<file path="config.mk">
export PLATFORM = sky130hd
export DESIGN_NAME = fifo_rd_stream
export DESIGN_NICKNAME = d
export VERILOG_FILES = /design/src/rtl/fifo_rd_stream.sv
export SDC_FILE = /design/constraint.sdc
export NUM_CORES = 1
export LEC_CHECK = 0
export BUFFER_PORTS_ARGS = -buffer_cell sky130_fd_sc_hd__buf_2
export CORE_MARGIN = 2
export CORE_UTILIZATION = 35
export CTS_BUF_LIST = sky130_fd_sc_hd__clkbuf_16
export CTS_CLUSTER_DIAMETER = 30
export DETAILED_ROUTE_END_ITERATION = 8
export MAX_ROUTING_LAYER = met4
export PLACE_DENSITY_LB_ADDON = 0.05
export SLEW_MARGIN = 20
export SYNTH_ARGS = -nofsm -noshare
export SYNTH_HDL_FRONTEND = slang
export SYNTH_SLANG_ARGS = --single-unit
</file>
<file path="constraint.sdc">
create_clock -name i_rclk -period 4.29 [get_ports i_rclk]
set_clock_uncertainty 0.2 [all_clocks]
set_input_delay 0.858 -clock i_rclk [delete_from_list [all_inputs] [get_ports i_rclk]]
set_output_delay 0.858 -clock i_rclk [all_outputs]
set_load 0.05 [all_outputs]
</file>
<file path="src/rtl/fifo_rd_stream.sv">
// Read-side FIFO consumer: pops an FWFT FIFO into a 2-entry prefetch buffer and
// presents the words as a registered valid/ready stream with a delivered-word counter.
module fifo_rd_stream #(
    parameter int DATA_WIDTH = 8,
    parameter int CNT_WIDTH  = 16
) (
    input  logic                  i_rclk,
    input  logic                  i_rrst_n,
    output logic                  o_rinc,
    input  logic                  i_rempty,
    input  logic [DATA_WIDTH-1:0] i_rdata,
    input  logic                  i_enable,
    input  logic                  i_flush,
    output logic                  o_valid,
    output logic [DATA_WIDTH-1:0] o_data,
    input  logic                  i_ready,
    output logic [1:0]            o_level,
    input  logic                  i_cnt_clr,
    output logic [CNT_WIDTH-1:0]  o_word_cnt
);

    logic [DATA_WIDTH-1:0] buf_q [2];
    logic                  wptr_q, wptr_d;
    logic                  rptr_q, rptr_d;
    logic [1:0]            level_q, level_d;
    logic [CNT_WIDTH-1:0]  cnt_q, cnt_d;
    logic                  pop;
    logic                  hs;

    // Pop depends only on registered level and FIFO/control inputs, never on i_ready.
    assign pop = i_rrst_n && !i_rempty && i_enable && !i_flush && (level_q < 2'd2);
    assign hs  = o_valid && i_ready;

    assign o_rinc     = pop;
    assign o_valid    = (level_q != 2'd0);
    assign o_data     = buf_q[rptr_q];
    assign o_level    = level_q;
    assign o_word_cnt = cnt_q;

    always_comb begin
        level_d = level_q;
        wptr_d  = wptr_q;
        rptr_d  = rptr_q;
        if (i_flush) begin
            level_d = 2'd0;
            wptr_d  = 1'b0;
            rptr_d  = 1'b0;
        end else begin
            wptr_d = wptr_q ^ pop;
            rptr_d = rptr_q ^ hs;
            case ({pop, hs})
                2'b10:   level_d = level_q + 2'd1;
                2'b01:   level_d = level_q - 2'd1;
                default: level_d = level_q;
            endcase
        end
    end

    // A handshake in the flush cycle still counts; clear beats increment.
    always_comb begin
        cnt_d = cnt_q;
        if (i_cnt_clr) begin
            cnt_d = '0;
        end else if (hs) begin
            cnt_d = cnt_q + CNT_WIDTH'(1);
        end
    end

    always_ff @(posedge i_rclk or negedge i_rrst_n) begin
        if (!i_rrst_n) begin
            wptr_q  <= 1'b0;
            rptr_q  <= 1'b0;
            level_q <= 2'd0;
            cnt_q   <= '0;
        end else begin
            wptr_q  <= wptr_d;
            rptr_q  <= rptr_d;
            level_q <= level_d;
            cnt_q   <= cnt_d;
        end
    end

    generate
        for (genvar gi = 0; gi < 2; gi++) begin : g_entry
            always_ff @(posedge i_rclk or negedge i_rrst_n) begin
                if (!i_rrst_n) begin
                    buf_q[gi] <= '0;
                end else if (pop && (wptr_q == gi[0])) begin
                    buf_q[gi] <= i_rdata;
                end
            end
        end
    endgenerate

endmodule

</file>
; ---- After elaboration in Yosys (flattened, before gate mapping)
; Index checks and enable logic that the tools add are counted.
[op_classes]
n_eq_ne = 2
order_cmp = 2
muxes = 9
bitwise = 4
addsub = 3
reduce_logical = 12
[ops]
columns = op, n
row1 = 16-bit two-way mux, 2
row2 = 8-bit two-way mux, 3
row3 = 16-bit by 1-bit adder with 16-bit output (second input constant), 1
row4 = 1-bit logical AND, 7
row5 = 2-bit case mux with 2 select lines, 1
row6 = 2-bit nonzero test, 2
row7 = 3-bit nonzero test, 1
row8 = 2-bit by 1-bit adder with 2-bit output (second input constant), 1
row9 = 2-bit by 1-bit == test with 1-bit output (second input constant), 1
row10 = 2-bit == test (second input constant), 1
row11 = 2-bit greater-or-equal comparator (second input constant), 1
row12 = 1-bit zero test, 2
row13 = 2-bit less-than comparator (second input constant), 1
row14 = 1-bit two-way mux, 2
row15 = 2-bit two-way mux, 1
row16 = 1-bit inverter with 2-bit output, 1
row17 = 2-bit by 1-bit subtractor with 2-bit output (second input constant), 1
row18 = 1-bit bitwise XOR, 2
row19 = 1-bit inverter, 1
[word_totals]
register_bits = 36
inputBits = 15
wordCells = 38
output_inout_bits = 28

; ---- Longest topological paths before layout
; Gate-level depths: netlist (run 1).
[depth]
word_depth = 8
mapped_depth = 5

; ---- Least setup slack after synthesis (run 1)
; Ideal clock, no wire load.
[synth_timing]
path_kind = input port to flip-flop
startpoint = in i_flush
endpoint = reg buf_q[0] (netlist name)
path_stages = 5
t_arrival_ps = 2392
n_path_buf = 1
path_slack_ps = 1573
setup_time_ps = 125
cell_sequence = nor2_1 -> and4b_1 -> ha_1 -> clkbuf_1 -> mux2_2
[synth_between]
elab_chain_len = 4
[synth_rtl]
columns = element, line_no
row1 = from (decl), 13  ; input logic i_flush,
row2 = 1-bit zero test, 31  ; assign pop = i_rrst_n && !i_rempty && i_enable && !i_flush && (level_q < 2'd2);
row3 = 1-bit logical AND (2 in a row), 31
row4 = named net o_rinc, 9  ; output logic o_rinc,
row5 = 1-bit logical AND, 88  ; end else if (pop && (wptr_q == gi[0])) begin
row6 = "to (signal, indexed assignment)", 89  ; buf_q[gi] <= i_rdata;
row7 = to (decl), 22  ; logic [DATA_WIDTH-1:0] buf_q [2];
; The timed path passes the listed nets, and every way through them passes these cells.
; A chain may end at the register's enable or synchronous reset.

; ---- Worst setup path in the final report (run 1)
[layout_timing]
startpoint = in i_flush
endpoint = out o_rinc
[layout_between]
elab_chain_len = 3
[layout_rtl]
columns = element, line_no
row1 = 1-bit zero test, 31
row2 = 1-bit logical AND (2 in a row), 31
row3 = to (decl), 9
; Every way passes these cells.

==> reports/results.md, run 1 <==
| Item | Reported |
| --- | --- |
| Global-route wire length before repair | 5890 µm |
| Buffers & Inverters on Critical Path | 2 |
| Maximum achievable frequency | 0.370 GHz |
| Worst Tran Pin Value | 0.475 ns |
| Startpoint kind of the worst setup timing path | input pin |
| Run status | finished, final reports clean |
| Syn_nets | 168 |
| Synth warn | 0 |
| Leakage component of the power | 1.00 nW |
| Number of hold buffers added after CTS | 0 |
| Setup repair after global routing missed its margin | false |
| Share of the cycle needed by the critical path after routing | 63.0% |
| Final count of pins violating max slew | 0 |
| Area added between synthesis and finish | 25.9% |
| Syn Std Cell Area | 0.00172 mm² |
| Post-synth EDFFs | 0 |
| Number of hold-slack violations in the final timing report | 0 |
| Hold endpoint | buf_q[7] |
| Async set or reset register ratio after synthesis | 100% |
| Delay of the slowest cell on the worst path | 0.29 ns |
| Flip-flop and latch count after synthesis | 36 |
| Top Family by Delay on Critical Path | buffers and inverters |
| Vias | 1203 |
| Number of remaining DRC errors | 0 |
| Internal power | 0.000697 W |
| Arrival time of data at the critical path endpoint | 1.65 ns |
| Core outline area | 0.00472 mm² |
| R2r worst-path depth | 4 |
| Die Span X | 74.1 µm |
| Full die area | 0.00549 mm² |
| Weighted congestion at the end of routability-driven global placement | 0.824 |
| Seq pwr share | 40.5% |
| Net total in the final layout | 213 |
| Number of levels in the clock H-tree | 2 |
| Clock-pin slew on the worst setup and hold paths | 0.05 ns |
| Worst slew margin relative to its limit | 68.0% |
| Fraction of power consumed by combinational cells | 18.5% |
| Post-Synthesis Cells | 150 |
| Number of instances resized during post-cts repair | 0 |
| Max-cap check violation count | 0 |
| Row count | 25 |
| Top-level I/O count | 43 |
| Most common cell type on the critical path | buf_2 |
| HPWL after detailed placement | 2530 µm |
| Critical Path End Type | output port |
| Buffers from clock root to sink, at most | 2 |
| Final TNS setup | 0 ns |
| Post-route minimum period | 2.70 ns |
| Clock Sink Count | 36 |
| Initial DRC count | 54 |
| Largest voltage drop on the vdd net | 0.000221 V |
| Initial antenna violation count | 0 |
| Hold WC Path Type | flip-flop to flip-flop |
| Register-to-Register Setup Slack | 2.29 ns |
| Source of the worst hold timing path | buf_q[7] |
| Switching power | 0.000256 W |
| Via count of the first global-routing pass | 1262 |
| Standard cell with the maximum stage delay on the critical path | buf_2 |
| Number of setup violations in the final report | 0 |
| Total power | 0.000954 W |
| Number of stages on the worst hold path | 1 |
| Worst setup path class | input pin to output port |
| Diode count | 0 |
| Ratio of cells with drive above 1 in the final layout | 39.8% |
| Areal power density over the cells | 441 mW/mm² |
| Clock tree root driver cell | clkbuf_16 |
| Routed WL per cell | 13.2 µm |
| Leading cell types by total area after synthesis | dfrtp_1, mux2_2, xnor2_1 |
| Number of unique standard cell types used by synthesis | 31 |
| Die Span Y | 74.1 µm |
| TritonCTS Buffers | 5 |
| Fraction of post-synthesis cell area in the top cell type by area | 52.4% |
| Prevailing post-synth register cell | dfrtp_1 |
| Total iterations of the first detailed-routing run | 4 |
| Drt total wl | 3470 µm |
| Highest net fanout along the worst path | 5 |
| Setup bufs post-CTS | 0 |
| Worst hold-check slack | 0.304 ns |
| Cell type contributing the most total cell area after synthesis | dfrtp_1 |
| Share of total power consumed by net switching | 26.9% |
| Initial cell density of the core | 36.4% |
| CTS tree | done |
| Clock network latency to the later pin of the worst-skew pair | 0.27 ns |
| Clock Power Share | 41.1% |
| Worst R2R Start | o_level[0] |
| Worst reg2reg path endpoint | o_word_cnt[15] |
| Vias per cell | 4.57 |
| Antenna violation net count after detailed routing | 0 |
| Overflow left after global routing | 0 |
| Chain of cells forming the critical path | buf_2 > nor2_1 > and4b_1 > buf_2 |
| Mean cell area of the mapped netlist | 11.5 µm² |
| Sequential area share after synthesis | 52.4% |
| Maximum number of pins on one net before global-route repair | 37 |
| Overall fraction of global-route tracks in use | 14.7% |
| PortBufs | 42 |
| Crit path required time | 3.23 ns |
==> layer usage <==
| layer | track usage [%] | part of all wire (%) | wire length [µm] | vias up |
|---|---|---|---|---|
| li1 | - | - | - | 604 |
| met2 | 24.9 | 52 | 1790 | 20 |
| met1 | 16.9 | 44 | 1540 | 577 |
| met4 | 6.06 | 0.72 | 25 | 0 |
| met5 | - | 0 | 0 | - |
| met3 | 2.98 | 3.3 | 115 | 2 |
==> through the flow <==
| stage | cells | util [%] | worst slack [ns] | area (µm²) |
|---|---|---|---|---|
| after global placement | 255 | 42.4 | 1.60 | 2000 |
| after detailed placement | 255 | 42.4 | 1.57 | 2000 |
| after CTS | 263 | 45.8 | 1.58 | 2160 |
| after floorplan | 150 | - | 1.57 | 1720 |
| final | 263 | 45.8 | 1.59 | 2160 |
| after global routing | 263 | 45.8 | 1.53 | 2160 |
==> worst reg2reg max path, cell delays in order (launching register included) <==
cell and delay (ns):
dfrtp_1 0.48, o2111ai_4 0.24, or2_1 0.34, nor4_1 0.26
mux2_2 0.37
==> worst max-delay path by stage <==
| stage | slack (ns) | cells past startpoint | startpoint | endpoint |
|---|---|---|---|---|
| global placement | 1.60 | 4 | i_flush | o_rinc |
| global route | 1.53 | 4 | i_flush | o_rinc |
| finish | 1.59 | 4 | i_flush | o_rinc |
| detailed placement | 1.57 | 4 | i_flush | o_rinc |
| CTS | 1.58 | 4 | i_flush | o_rinc |
| floorplan | 1.57 | 5 | i_flush | buf_q[0] |
==> final cells by class <==
class                           count  area (µm²)
Tap cell                           67        83.8
Inverter                            7        26.3
Fill cell                         434        2560
Timing Repair Buffer               43         218
Multi-Input combinational cell    102         773
Sequential cell                    36         901
Clock inverter                      3        37.5
Clock buffer                        5         125
==> registers in the layout (all words and copies together) (netlist names) <==
name and cells:
o_level 2, wptr_q 1, rptr_q 1, buf_q 16, o_word_cnt 16
==> cells in the mapped netlist (all sizes together), types with 3 or more instances <==
master / count
nand2: 6
nor3: 4
inv: 7
nor4: 4
ha: 3
nand4: 3
or2: 3
xnor2: 12
nor2: 19
o21ai: 4
clkbuf: 4
dfrtp: 36
mux2: 25
a21oi: 3
nand3: 3
==> logic make-up (layout without fill, tap and decap cells) <==
group           Yosys count  after routing  synth area share, %
mux                      25             25                 16.4
fa+ha+maj                 3              3                 2.18
xor+xnor                 13             13                 6.62
compound gates           11             11                 5.09
simple gates             50             50                 14.7
flops                    36             36                 52.4
buf+inv                  12             58                 2.62
==> placed cells by master, fill, tap and decap left out, types with 2 or more instances in the layout <==
cell,netlist,routed
nand2_1,6,6
buf_2,0,42
nor2_1,19,19
xnor2_1,12,12
nand4_1,3,3
nor4_1,4,4
o21ai_0,4,4
a21oi_1,3,3
ha_1,3,3
nand3_1,3,3
inv_1,7,7
mux2_2,25,25
clkbuf_16,0,5
clkinv_1,0,2
nor3_1,4,4
dfrtp_1,36,36
==> power by group through the flow <==
| stage | registers [W] | logic, W | clock network, W |
|---|---|---|---|
| finish | 0.000386 | 0.000176 | 0.000392 |
| global route | 0.000390 | 0.000188 | 0.000418 |
| CTS | 0.000387 | 0.000179 | 0.000406 |
| detailed placement | 0.000392 | 0.000179 | 0 |
| global placement | 0.000389 | 0.000176 | 0 |
| floorplan | 0.000390 | 0.000134 | 0 |
Power figures use the tool's default switching activity.
==> inputs of run 2 (changes only) <==
- clock period: 4.29 -> 2.6 ns (I/O delays scaled with it)
==> reports/results.md, run 2 (same netlist as run 1, synthesis figures left out) <==
| Item | Reported | Delta |
| --- | --- | --- |
| Register-to-Register Setup Slack | 0.63 ns | -1.66 ns |
| Overall fraction of global-route tracks in use | 14.6% | -0.051 points |
| Number of hold-slack violations in the final timing report | 0 | unchanged |
| Clock Sink Count | 36 | unchanged |
| Full die area | 0.00549 mm² | unchanged |
| Number of instances resized during post-cts repair | 0 | unchanged |
| Core outline area | 0.00472 mm² | unchanged |
| Clock network latency to the later pin of the worst-skew pair | 0.27 ns | about the same |
| Final-layout fill cell count | 453 | +4.4% |
| Via count of the first global-routing pass | 1226 | -2.9% |
| Total iterations of the first detailed-routing run | 4 | unchanged |
| Number of hold buffers added after CTS | 0 | unchanged |
| Largest voltage drop on the vdd net | 0.000249 V | +13% |
| Worst reg2reg path endpoint | buf_q[1] |  |
| HPWL after detailed placement | 2570 µm | +1.5% |
| Die Span X | 74.1 µm | unchanged |
| Dpl ws | 0.412 ns | -1.16 ns |
| Minimum setup slack in the final design | 0.397 ns | -1.19 ns |
| Clock tree root driver cell | clkbuf_16 |  |
| Critical Path End Type | output port |  |
| Delay of the slowest cell on the worst path | 0.61 ns | +0.32 ns |
| Area added between synthesis and finish | 23.7% |  |
| Weighted congestion at the end of routability-driven global placement | 0.756 | -8.2% |
| Ratio of cells with drive above 1 in the final layout | 39.9% | +0.10 points |
| Number of setup violations in the final report | 0 | unchanged |
| Areal power density over the cells | 688 mW/mm² | +56% |
| Antenna violation net count after detailed routing | 0 | unchanged |
| CTS tree | done |  |
| Share of the cycle needed by the critical path after routing | 84.7% |  |
| Startpoint kind of the worst setup timing path | flip-flop |  |
| Worst Tran Pin Value | 0.455 ns | -0.0202 ns |
| Vias | 1210 | +0.58% |
| Drt total wl | 3570 µm | +2.8% |
| Diode count | 0 | unchanged |
| Final standard cell count with taps included and fillers excluded | 260 | -1.1% |
| Most common library cell in the layout ignoring fill and taps | buf_2 |  |
| Highest net fanout along the worst path | 9 | +4 |
| Overflow left after global routing | 0 | unchanged |
| Max-cap check violation count | 0 | unchanged |
| Setup bufs post-CTS | 0 | unchanged |
| Post-route minimum period | 2.20 ns |  |
| Placed cells | 255 | unchanged |
| Final TNS setup | 0 ns | unchanged |
| Buffers from clock root to sink, at most | 2 | unchanged |
| R2r worst-path depth | 4 | unchanged |
| Chain of cells forming the critical path | mux2_2 > buf_2 |  |
| Run status | finished, final reports clean |  |
| TritonCTS Buffers | 5 | unchanged |
| Standard cell with the maximum stage delay on the critical path | dfrtp_1 |  |
| Net total in the final layout | 213 | unchanged |
| Initial DRC count | 34 | -37% |
| Global-route wire length before repair | 5850 µm | -0.70% |
| Clock-pin slew on the worst setup and hold paths | 0.05 ns | about the same |
| Vias per cell | 4.65 | +1.7% |
| Final count of pins violating max slew | 0 | unchanged |
| Setup repair after global routing missed its margin | false |  |
| Worst R2R Start | o_level[1] |  |
| Die Span Y | 74.1 µm | unchanged |
| Worst setup path class | flip-flop to output port |  |
| Hold WC Path Type | input pin to async pin |  |
| Routed WL per cell | 13.7 µm | +4.0% |
| Row count | 25 | unchanged |
| Top-level I/O count | 43 | unchanged |
| Number of remaining DRC errors | 0 | unchanged |
| Leakage component of the power | 0.984 nW | -1.7% |
| Initial cell density of the core | 36.4% | unchanged |
| Maximum achievable frequency | 0.454 GHz |  |
| Worst slew margin relative to its limit | 69.7% | +1.7 points |
| Crit path required time | 1.88 ns | -1.35 ns |
| Initial antenna violation count | 0 | unchanged |
| Arrival time of data at the critical path endpoint | 1.48 ns | -0.17 ns |
| Instance area after placement | 0.00200 mm² | unchanged |
| Highest-count cells in the layout ignoring fill and taps | buf_2, dfrtp_1, mux2_2, nor2_1, xnor2_1 |  |
| Design Area, Final | 0.00213 mm² | -1.7% |
| Total power | 0.00146 W | +53% |
| Number of levels in the clock H-tree | 2 | unchanged |
| Maximum number of pins on one net before global-route repair | 37 | unchanged |
| PortBufs | 42 | unchanged |
[run 2: power breakdown]
part | switching (W) | internal (W)
clock network | 0.000195 | 0.000338
logic | 0.000194 | 0.0000986
registers | 0.0000289 | 0.000608
[run 2: worst max-delay path by stage]
stage | from | to | slack [ns] | cells past startpoint
final | rptr_q | o_data[4] | 0.40 | 2
after global routing | o_level[1] | o_rinc | 0.34 | 3
after CTS | rptr_q | o_data[4] | 0.39 | 2
after detailed placement | i_flush | buf_q[4] | 0.41 | 5
after global placement | i_flush | buf_q[2] | 0.45 | 5
after floorplan | o_level[1] | buf_q[0] | 0.07 | 5
[run 2: critical path, delay by kind of cell, from the launching register on]
family,cells,cell delay [ns]
buffers and inverters,1,0.21
DFF,1,0.61
muxes,1,0.40
[run 2: layout make-up]
cell class / count / area (µm²) / area share [%]
Timing Repair Buffer: 43 / 218 / 10.2
Clock buffer: 5 / 125 / 5.88
Tap cell: 67 / 83.8 / 3.94
Inverter: 7 / 26.3 / 1.24
Sequential cell: 36 / 901 / 42.4
Multi-Input combinational cell: 102 / 773 / 36.4
[run 2: through the flow]
stage                     hold slack [ns]  util (%)
after floorplan                    0.0244         -
after global placement              0.283      42.4
after detailed placement            0.295      42.4
after CTS                           0.174      45.0
after global routing                0.196      45.0
final                               0.140      45.0
[run 2: routing by layer]
layer	global-route usage (%)	share of wire, %
met1	17.5	44
met2	24.4	51
met3	2.98	3.6
met4	5.45	0.62
met5	-	0
